[src/rtl/risc_boot_loader_pkg.sv]
// risc_defs: shared constants for the risc_machine boot path.
// Holds memory geometry, loader state encodings and header field positions.
package risc_defs;

    localparam int MEM_DEPTH = 256;
    localparam int ADDR_W    = $clog2(MEM_DEPTH);
    localparam int DATA_W    = 16;

    // Header word: [15:8] base address, [7:0] word count minus one.
    localparam int HDR_BASE_MSB = 15;
    localparam int HDR_BASE_LSB = 8;
    localparam int HDR_CNT_MSB  = 7;
    localparam int HDR_CNT_LSB  = 0;

    typedef enum logic [2:0] {
        LD_HDR  = 3'd0,
        LD_DATA = 3'd1,
        LD_CSUM = 3'd2,
        LD_RUN  = 3'd3,
        LD_ERR  = 3'd4
    } ld_state_e;

endpackage

[src/rtl/risc_boot_loader_csum_acc.sv]
// loader_csum_acc: 16-bit running sum of frame data words, carries dropped.
// Only built when LOADER_CHECKSUM_EN is defined.
`ifdef LOADER_CHECKSUM_EN
module loader_csum_acc #(
    parameter int W = 16
) (
    input  logic         clk,
    input  logic         rst,
    input  logic         i_clr,
    input  logic         i_add,
    input  logic [W-1:0] i_data,
    output logic [W-1:0] o_sum
);

    logic [W-1:0] r_sum;

    // Clear on a new header, otherwise accumulate each accepted data word.
    always_ff @(posedge clk or posedge rst) begin
        if (rst) begin
            r_sum <= '0;
        end else if (i_clr) begin
            r_sum <= '0;
        end else if (i_add) begin
            r_sum <= r_sum + i_data;
        end
    end

    assign o_sum = r_sum;

endmodule
`endif

[src/rtl/risc_boot_loader.sv]
// risc_boot_loader: framed word stream -> risc_machine memory, CPU held until loaded.
// Optional checksum word and ERR state when LOADER_CHECKSUM_EN is defined.
module risc_boot_loader #(
    parameter int ADDR_W = risc_defs::ADDR_W,
    parameter int DATA_W = risc_defs::DATA_W
) (
    input  logic              clk,
    input  logic              rst,
    input  logic              in_valid,
    input  logic [DATA_W-1:0] in_data,
    output logic              in_ready,
    input  logic              load_req,
    output logic              mem_we,
    output logic [ADDR_W-1:0] mem_addr,
    output logic [DATA_W-1:0] mem_wdata,
    output logic              cpu_hold,
    output logic              done,
    output logic              err
);

    import risc_defs::*;

`ifdef LOADER_CHECKSUM_EN
    localparam ld_state_e LD_AFTER_DATA = LD_CSUM;
`else
    localparam ld_state_e LD_AFTER_DATA = LD_RUN;
`endif

    ld_state_e         r_state;
    ld_state_e         w_next;
    logic              r_in_ready;
    logic              r_mem_we;
    logic [ADDR_W-1:0] r_mem_addr;
    logic [DATA_W-1:0] r_mem_wdata;
    logic              r_cpu_hold;
    logic              r_done;
    logic [ADDR_W-1:0] r_base;
    logic [ADDR_W-1:0] r_last;
    logic [ADDR_W-1:0] r_k;
    logic              w_xfer;
    logic              w_hdr_acc;
    logic              w_data_acc;
    logic              w_last;

    // load_req beats a coincident transfer, so the word is simply dropped.
    assign w_xfer     = in_valid & r_in_ready & ~load_req;
    assign w_hdr_acc  = w_xfer & (r_state == LD_HDR);
    assign w_data_acc = w_xfer & (r_state == LD_DATA);
    assign w_last     = (r_k == r_last);

`ifdef LOADER_CHECKSUM_EN
    logic [DATA_W-1:0] w_sum;
    logic              w_csum_acc;
    logic              w_csum_ok;
    logic              r_err;

    assign w_csum_acc = w_xfer & (r_state == LD_CSUM);
    assign w_csum_ok  = (in_data == w_sum);

    loader_csum_acc #(
        .W(DATA_W)
    ) u_csum (
        .clk   (clk),
        .rst   (rst),
        .i_clr (w_hdr_acc),
        .i_add (w_data_acc),
        .i_data(in_data),
        .o_sum (w_sum)
    );

    assign err = r_err;
`else
    assign err = 1'b0;
`endif

    // State register.
    always_ff @(posedge clk or posedge rst) begin
        if (rst) begin
            r_state <= LD_HDR;
        end else begin
            r_state <= w_next;
        end
    end

    // Next-state: load_req restarts from any state.
    always_comb begin
        w_next = r_state;
        if (load_req) begin
            w_next = LD_HDR;
        end else begin
            unique case (r_state)
                LD_HDR: begin
                    if (w_hdr_acc) w_next = LD_DATA;
                end
                LD_DATA: begin
                    if (w_data_acc && w_last) w_next = LD_AFTER_DATA;
                end
`ifdef LOADER_CHECKSUM_EN
                LD_CSUM: begin
                    if (w_csum_acc) w_next = w_csum_ok ? LD_RUN : LD_ERR;
                end
`endif
                LD_RUN, LD_ERR: begin
                    w_next = r_state;
                end
                default: begin
                    w_next = LD_HDR;
                end
            endcase
        end
    end

    // Frame bookkeeping: latch base/count on header, step offset per data word.
    always_ff @(posedge clk or posedge rst) begin
        if (rst) begin
            r_base <= '0;
            r_last <= '0;
            r_k    <= '0;
        end else if (w_hdr_acc) begin
            r_base <= in_data[HDR_BASE_MSB:HDR_BASE_LSB];
            r_last <= in_data[HDR_CNT_MSB:HDR_CNT_LSB];
            r_k    <= '0;
        end else if (w_data_acc) begin
            r_k <= r_k + {{(ADDR_W-1){1'b0}}, 1'b1};
        end
    end

    // Registered outputs, derived from next-state so ready drops with the last word.
    always_ff @(posedge clk or posedge rst) begin
        if (rst) begin
            r_in_ready  <= 1'b0;
            r_mem_we    <= 1'b0;
            r_mem_addr  <= '0;
            r_mem_wdata <= '0;
            r_cpu_hold  <= 1'b1;
            r_done      <= 1'b0;
`ifdef LOADER_CHECKSUM_EN
            r_err       <= 1'b0;
`endif
        end else begin
            r_in_ready <= (w_next == LD_HDR)
                       || (w_next == LD_DATA)
                       || (w_next == LD_CSUM);
            r_mem_we   <= w_data_acc;
            if (w_data_acc) begin
                // Base plus offset wraps naturally at the address width.
                r_mem_addr  <= r_base + r_k;
                r_mem_wdata <= in_data;
            end
            r_cpu_hold <= (w_next != LD_RUN);
            r_done     <= (w_next == LD_RUN);
`ifdef LOADER_CHECKSUM_EN
            r_err      <= (w_next == LD_ERR);
`endif
        end
    end

    assign in_ready  = r_in_ready;
    assign mem_we    = r_mem_we;
    assign mem_addr  = r_mem_addr;
    assign mem_wdata = r_mem_wdata;
    assign cpu_hold  = r_cpu_hold;
    assign done      = r_done;

endmodule

[config.mk]
export PLATFORM = sky130hd
export DESIGN_NAME = risc_boot_loader
export DESIGN_NICKNAME = d
export VERILOG_FILES = /design/src/rtl/risc_boot_loader_pkg.sv /design/src/rtl/risc_boot_loader_csum_acc.sv /design/src/rtl/risc_boot_loader.sv
export SDC_FILE = /design/constraint.sdc
export NUM_CORES = 1
export LEC_CHECK = 0
export CORE_ASPECT_RATIO = 0.7
export CORE_MARGIN = 3
export CORE_UTILIZATION = 30
export CTS_BUF_LIST = sky130_fd_sc_hd__clkbuf_4 sky130_fd_sc_hd__clkbuf_8
export CTS_CLUSTER_DIAMETER = 150
export DETAILED_ROUTE_END_ITERATION = 8
export MAX_ROUTING_LAYER = met4
export SYNTH_ARGS = -nofsm -noshare
export SYNTH_HDL_FRONTEND = slang
export SYNTH_SLANG_ARGS = --single-unit
[constraint.sdc]
create_clock -name clk -period 2.1 [get_ports clk]
set_input_delay 0.525 -clock clk [delete_from_list [all_inputs] [get_ports clk]]
set_output_delay 0.525 -clock clk [all_outputs]
set_load 0.02 [all_outputs]
# ---- Yosys cells after proc, flatten, opt, wreduce, memory -nomap -nowiden
# Cells that the tools add are included.
dict set report classes {
  n_mux 6
  addsub 2
  n_bitwise 5
  n_reduce_logical 7
  eq_ne 8
}
# op count
set ops {}
lappend ops {{2-to-1 mux 8 bit} 2}
lappend ops {{equality test 3 x 2 -> 1 bit (second input constant)} 3}
lappend ops {{2-to-1 mux 3 bit} 3}
lappend ops {{one-hot mux 3 bit (3 select lines)} 1}
lappend ops {{adder 8 x 1 -> 8 bit (second input constant)} 1}
lappend ops {{adder 8 bit} 1}
lappend ops {{equality test 8 bit} 1}
lappend ops {{equality test 3 x 1 -> 1 bit (second input constant)} 2}
lappend ops {{logical NOT 3 bit} 2}
lappend ops {{AND 1 bit} 4}
lappend ops {{equality test 3 bit (second input constant)} 1}
lappend ops {{inequality test 3 x 2 -> 1 bit (second input constant)} 1}
lappend ops {{logical OR 1 bit} 2}
lappend ops {{nonzero test 2 bit} 1}
lappend ops {{OR reduction 2 bit} 1}
lappend ops {{logical AND 1 bit} 1}
lappend ops {{NOT 1 bit} 1}
dict set report totals {
  output_inout_bits 29
  register_bits 55
  wordCells 38
}

# ---- Logic depth before layout (Yosys ltp)
# Gate-level depths: netlist (run 1).
dict set report logic_depth {
  word_depth 10
  depth_mapped 8
  ltp_nobuf 8
}

# ---- Least setup slack after synthesis (run 1)
# OpenSTA, ideal clock, no wires.
dict set report synth_path {
  path_type {reg2reg}
  start {register r_k[0]}
  end {register r_mem_addr[6], in the netlist mem_addr[6]}
  t_required_ps 2005
  arrival_time_ps 1713
  setup_slack_ps 291
  synth_period_minus_slack_ps 1809
  stages_incl_launch_ff 9
  path_buffers 0
  path_cell_list {dfrtp_1 > ha_1 > inv_1 > fa_1 > nor2b_1 > o31a_1 > o21a_1 > o21a_1 > o31ai_1}
}
dict set report synth_between {
  elab_chain_len 1
}
# item line
set synth_rtl {}
lappend synth_rtl {{start: declaration} risc_boot_loader.sv:39} ;# logic [ADDR_W-1:0] r_k;
lappend synth_rtl {{start signal: assignment} risc_boot_loader.sv:124} ;# r_k <= r_k + {{(ADDR_W-1){1'b0}}, 1'b1};
lappend synth_rtl {{adder 8 bit} risc_boot_loader.sv:147} ;# r_mem_addr <= r_base + r_k;
lappend synth_rtl {{end signal: assignment} risc_boot_loader.sv:147}
lappend synth_rtl {{end: declaration} risc_boot_loader.sv:33} ;# logic [ADDR_W-1:0] r_mem_addr;
# No other way between the ends.
# A chain may end at the register's enable or synchronous reset.

# ---- Worst setup path after layout (run 1)
dict set report layout_path {
  start {input load_req}
  end {register r_mem_addr[7], in the netlist mem_addr[7]}
}
dict set report layout_between {
  elab_chain_len 3
}
# item line
set layout_rtl {}
lappend layout_rtl {{start: declaration} risc_boot_loader.sv:12} ;# input logic load_req,
lappend layout_rtl {{NOT 1 bit} risc_boot_loader.sv:46} ;# assign w_xfer = in_valid & r_in_ready & ~load_req;
lappend layout_rtl {{AND 1 bit} risc_boot_loader.sv:46}
lappend layout_rtl {{AND 1 bit} risc_boot_loader.sv:48} ;# assign w_data_acc = w_xfer & (r_state == LD_DATA);
# No other way between the ends.

==> results.md, run 1 <==
- Total number of vias: 1797
- Number of diodes: 0
- DP Worst Slack: -0.236 ns
- DR WL/cell: 13.7 um
- TritonRoute pass-1 iters: 4
- DP HPWL: 4060 um
- Yosys top cell area share: 0.534
- Synth Register Bits: 55
- Max-Cap Viols: 0
- Sequential share of the synthesized area: 0.544
- VDD IR max: 0.323 mV
- Worst Hold Class: input port to async pin
- Synth top cells by count: nand2_1 (65), dfrtp_1 (54), mux2_2 (15), xor2_1 (10)
- # hold bufs at CTS: 0
- Worst-path clk slew: 0.10 ns
- Layout cells sized above 1: 0.169
- Root Driver: clkbuf_8
- Vias/cell: 4.47
- Antenna viol nets, final: 0
- Sink Count: 55
- Reg-to-reg slack, setup: 0.16 ns
- First-pass GRT wire length: 9030 um
- Yosys warning total: 0
- Fillers: 799
- Synth area leaders: dfrtp_1 (53%), nand2_1 (9.6%), mux2_2 (6.7%)
- Pwr dens: 923 mW/mm2
- Initial antenna violation count: 0
- Required @ worst endpoint: 2.35 ns
- Most common cell in the synthesized netlist: nand2_1
- Io pins: 49
- Unique masters post-synth: 38
- Tcrit/Tclk final: 0.957
- Syn_area_per_cell: 10.7 um2
- DRC violations left: 0
- Total length of routed wires: 5510 um
- Design Area, Final: 0.00339 mm2
- Starting density of the core: 0.315
- CP arrival: 2.25 ns
- Core ar.: 0.00804 mm2
- Cell taking the most area after synthesis: dfrtp_1
- H-tree depth: 2
- Fin util: 0.422
- Area Growth Syn to Fin: 33.9%
- Cells after synthesis: 237
- CP max FO: 7
- Slew Limit Fails: 0
- CTS tree: done
- Maximum clock frequency: 498 MHz
- CTS Buffer Depth: 2
- Final GP Congestion: 0.835
- Largest net degree at the start of global routing: 47
- Setup tns final: 0 ns
- Via count of the first global-routing pass: 1751
- Fin. Hold Viols: 0
- WS Path Type: input port to flip-flop
- Syn Std Cell Area: 0.00253 mm2
- Clock buffer count from CTS: 5
- Main synth FF type: dfrtp_1
- Outcome: finished, final reports clean
- Number of port buffers: 47
- # setup viols final: 0
- Placed cell count: 395
- Die W: 116 um
- Grt total ovfl: 0
- Iteration-0 DRC Markers: 106
- Number of flops mapped to enable cells by yosys: 0
- Share of flip-flops with an asynchronous set or reset: 1.00
- Worst Setup End Kind: flip-flop
- Die area: 0.00960 mm2
- Final worst slack: 0.0912 ns
- Synthesized net count: 266
- Worst Skew: 0.00521 ns
- RSZ-0062 raised after global routing: false
- Worst-Skew Late Latency: 0.30 ns
- Site Rows: 27
- Placed instance area: 0.00329 mm2
- GRT Util Overall: 0.121
- Final min period: 2.01 ns
- Critical Path Source Type: input port
- CTS resizes: 0
- Die height: 82.9 um
- Nets: 330
- Post-CTS setup buffers: 0
- Pleak: 1.55 nW
- Final std cells w/o fill: 402
[placed cells by master, fill, tap and decap left out, drive strengths merged, types with 2 or more instances in the layout]
cell and instances:
a211oi 3, clkbuf 6, nor2 9, nand3 3
nand4 3, inv 7, xor2 10, o21a 3
or2 2, clkdlybuf4s50 47, dfrtp 54, o21ai 8
ha 8, buf 20, nor3 5, a21oi 4
nand2 65, a21o 4, mux2 15, xnor2 9
[cell type report]
class	instances	area (um2)	area share
Clock inverter	1	30.0	0.00885
Clock buffer	6	76.3	0.0225
Inverter	7	28.8	0.00848
Tap cell	101	126	0.0373
Sequential cell	55	1380	0.406
Timing Repair Buffer	67	683	0.201
Multi-Input combinational cell	165	1070	0.315
[critical path, stage by stage]
cell	delay, ns
clkdlybuf4s50_1	0.42
nand4bb_1	0.19
or3b_1	0.49
buf_4	0.22
o311a_1	0.34
nand2_1	0.06
[power by group]
group	internal (mW)	switching, mW	leakage [nW]
clock network	0.363	0.336	0.0547
logic	0.519	0.497	0.806
registers	1.28	0.134	0.688
total	2.16	0.968	1.55
[stage by stage]
stage          hold slack [ns]  power, mW
2_1_floorplan            0.470       1.97
3_3_place_gp             0.460       2.45
3_5_place_dp             0.462       2.47
4_1_cts                  0.446       3.18
5_1_grt                  0.463       3.32
6_report                 0.446       3.13
[layer usage]
layer / vias to the layer above / GRT usage / part of all wire
met5: - / - / 0
met3: 5 / 0.0269 / 0.039
met1: 844 / 0.192 / 0.55
met4: 0 / 0.0253 / 0.0069
li1: 913 / - / -
met2: 35 / 0.155 / 0.40
[state kept, by name, indices dropped and copies added (netlist names)]
signal / count
done: 1
r_state: 3
r_k: 8
r_last: 8
cpu_hold: 1
mem_we: 1
in_ready: 1
r_base: 8
mem_wdata: 16
mem_addr: 8
[logic make-up after synthesis]
kind of cell,after synthesis,synth area share
multiplexers,15,0.0667
XOR/XNOR,19,0.0657
buffers and inverters,17,0.0361
other,1,0.00148
AO/OA/AOI/OAI,27,0.0702
AND/OR/NAND/NOR,94,0.168
flip-flops,55,0.544
adder cells (fa/ha/maj),9,0.0474
[final timing paths]
kind                       cells past startpoint            end     startpoint
hold reg to reg                                2  mem_wdata[12]  mem_wdata[12]
hold / removal                                 2  mem_wdata[14]            rst
setup / recovery                               6    mem_addr[7]       load_req
min in group clk                               2  mem_wdata[12]  mem_wdata[12]
max in group asynchronous                      3       cpu_hold            rst
setup reg to reg                               8    mem_addr[6]      r_base[0]
Note: power is estimated with default switching activity, not from simulation.
==> run 2: changes to the inputs <==
==> constraint.sdc (replaced) <==
create_clock -name clk -period 2.3 [get_ports clk]
set_input_delay 0.575 -clock clk [delete_from_list [all_inputs] [get_ports clk]]
set_output_delay 0.575 -clock clk [all_outputs]
set_load 0.02 [all_outputs]
==> results.md, run 2 (synthesized netlist as in run 1, its figures left out) <==
- Placed instance area: 0.00324 mm2 (-1.3%)
- Worst-path clk slew: 0.09 ns (about the same)
- Clock buffer count from CTS: 5 (unchanged)
- Initial antenna violation count: 0 (unchanged)
- Worst Skew: 0.00895 ns (+0.00375 ns)
- Die area: 0.00960 mm2 (unchanged)
- Outcome: finished, final reports clean
- Number of diodes: 0 (unchanged)
- RSZ-0062 raised after global routing: false
- Largest net degree at the start of global routing: 27 (-43%)
- CTS Buffer Depth: 2 (unchanged)
- Fin. Hold Viols: 0 (unchanged)
- Final min period: 2.13 ns
- Critical Path Source Type: input port
- Final GP Congestion: 0.840 (+0.61%)
- Site Rows: 27 (unchanged)
- Total length of routed wires: 5650 um (+2.5%)
- DR WL/cell: 14.2 um (+3.6%)
- Iteration-0 DRC Markers: 54 (-49%)
- H-tree depth: 2 (unchanged)
- CP Buf/Inv Count: 2 (unchanged)
- Core ar.: 0.00804 mm2 (unchanged)
- Final std cells w/o fill: 398 (-1.0%)
- # hold bufs at CTS: 0 (unchanged)
- Worst Hold Class: flip-flop to flip-flop
- Vias/cell: 4.58 (+2.4%)
- Crit path cell chain: clkdlybuf4s50_1 > nand4bb_1 > or3b_1 > buf_4 > o311a_1 > nand2_1
- DRC violations left: 0 (unchanged)
- Die height: 82.9 um (unchanged)
- Root Driver: clkbuf_8
- Worst-Skew Late Latency: 0.31 ns (about the same)
- Cell class contributing the biggest share of worst-path delay: simple AND/OR/NAND/NOR gates
- Total number of cells along the worst setup path: 6 (unchanged)
- Max reg flops: 16 (unchanged)
- Design Area, Final: 0.00335 mm2 (-1.3%)
- First-pass GRT wire length: 9470 um (+5.0%)
- TritonRoute pass-1 iters: 4 (unchanged)
- Io pins: 49 (unchanged)
- CP arrival: 2.37 ns (+0.12 ns)
- Worst Setup End Kind: flip-flop
- Worst hold path depth: 2
- Via count of the first global-routing pass: 1846 (+5.4%)
- Die W: 116 um (unchanged)
- Maximum clock frequency: 470 MHz
- Pwr dens: 848 mW/mm2 (-8.1%)
- Commonest non-fill, non-tap cell in the layout: nand2_1
- Number of port buffers: 47 (unchanged)
- # setup viols final: 0 (unchanged)
- Total number of vias: 1822 (+1.4%)
- CTS tree: done
- CTS resizes: 0 (unchanged)
- Fin util: 0.417 (-0.00529)
- Antenna viol nets, final: 0 (unchanged)
- Slowest stage cell, crit path: or3b_1
- R2R depth: 8 (unchanged)
- VDD IR max: 0.313 mV (-3.4%)
- Area Growth Syn to Fin: 32.3%
- Commonest non-fill, non-tap cells in the layout: nand2_1 (65), dfrtp_1 (54), clkdlybuf4s50_1 (47), mux2_2 (15), buf_4 (12)
- Nets: 326 (-1.2%)
- Starting density of the core: 0.315 (unchanged)
- Post-CTS setup buffers: 0 (unchanged)
- Pleak: 1.52 nW (-1.6%)
- Sink Count: 55 (unchanged)
- GRT Util Overall: 0.127 (+0.00590)
- Layout cells sized above 1: 0.158 (-0.0112)
- Grt total ovfl: 0 (unchanged)
- Tcrit/Tclk final: 0.924
- Slew Limit Fails: 0 (unchanged)
- CP max FO: 7 (unchanged)
- Placed cell count: 391 (-1.0%)
- CP peak stage delay: 0.51 ns (+0.02 ns)
- Worst hold margin: 0.482 ns (+0.0353 ns)
- Required @ worst endpoint: 2.54 ns (+0.19 ns)
- WS Path Type: input port to flip-flop
- Max-Cap Viols: 0 (unchanged)
- DP HPWL: 4230 um (+4.2%)
## run 2: power breakdown
| group | switching [mW] | leakage (nW) | internal [mW] |
|---|---|---|---|
| Sequential | 0.138 | 0.688 | 1.17 |
| Combinational | 0.438 | 0.781 | 0.459 |
| Clock | 0.305 | 0.0547 | 0.332 |
| Total | 0.882 | 1.52 | 1.96 |
## run 2: metal layers
layer  vias up  share of wire  GRT usage  routed length, um
met5         -              0          -                  0
met4         0         0.0067     0.0253                 38
met3         5          0.039     0.0291                222
met2        32           0.42      0.170               2380
met1       884           0.53      0.195               3010
li1        901              -          -                  -
## run 2: path summary, 6_finish.rpt
| check | startpoint | to | slack (ns) |
|---|---|---|---|
| min in group asynchronous | rst | mem_wdata[13] | 0.57 |
| min | mem_wdata[2] | mem_wdata[2] | 0.48 |
| min reg2reg | mem_wdata[2] | mem_wdata[2] | 0.48 |
| max | load_req | mem_addr[7] | 0.17 |
| max in group asynchronous | rst | r_base[4] | 1.21 |
| max reg2reg | r_k[0] | mem_addr[6] | 0.25 |
## run 2: worst min-delay path: stages (launching register included)
cell and delay, ns:
dfrtp_1 0.35, nand2_1 0.05, nand2_1 0.05
## run 2: metrics by stage
stage	worst slack (ns)	total power [mW]	setup TNS, ns
after floorplan	0.384	1.80	0
after detailed placement	-0.141	2.24	-1.12
final	0.174	2.84	0
after CTS	0.173	2.88	0
after global placement	-0.0751	2.22	-0.241
after global routing	0.0880	3.02	0
## run 2: final cells by class
class	instances	area, um2
clock inverters	1	30.0
repair buffers	63	641
clock buffers	6	76.3
flip-flops and latches	55	1380
fillers	811	4690
inverters	7	28.8
well taps	101	126
multi-input cells	165	1070
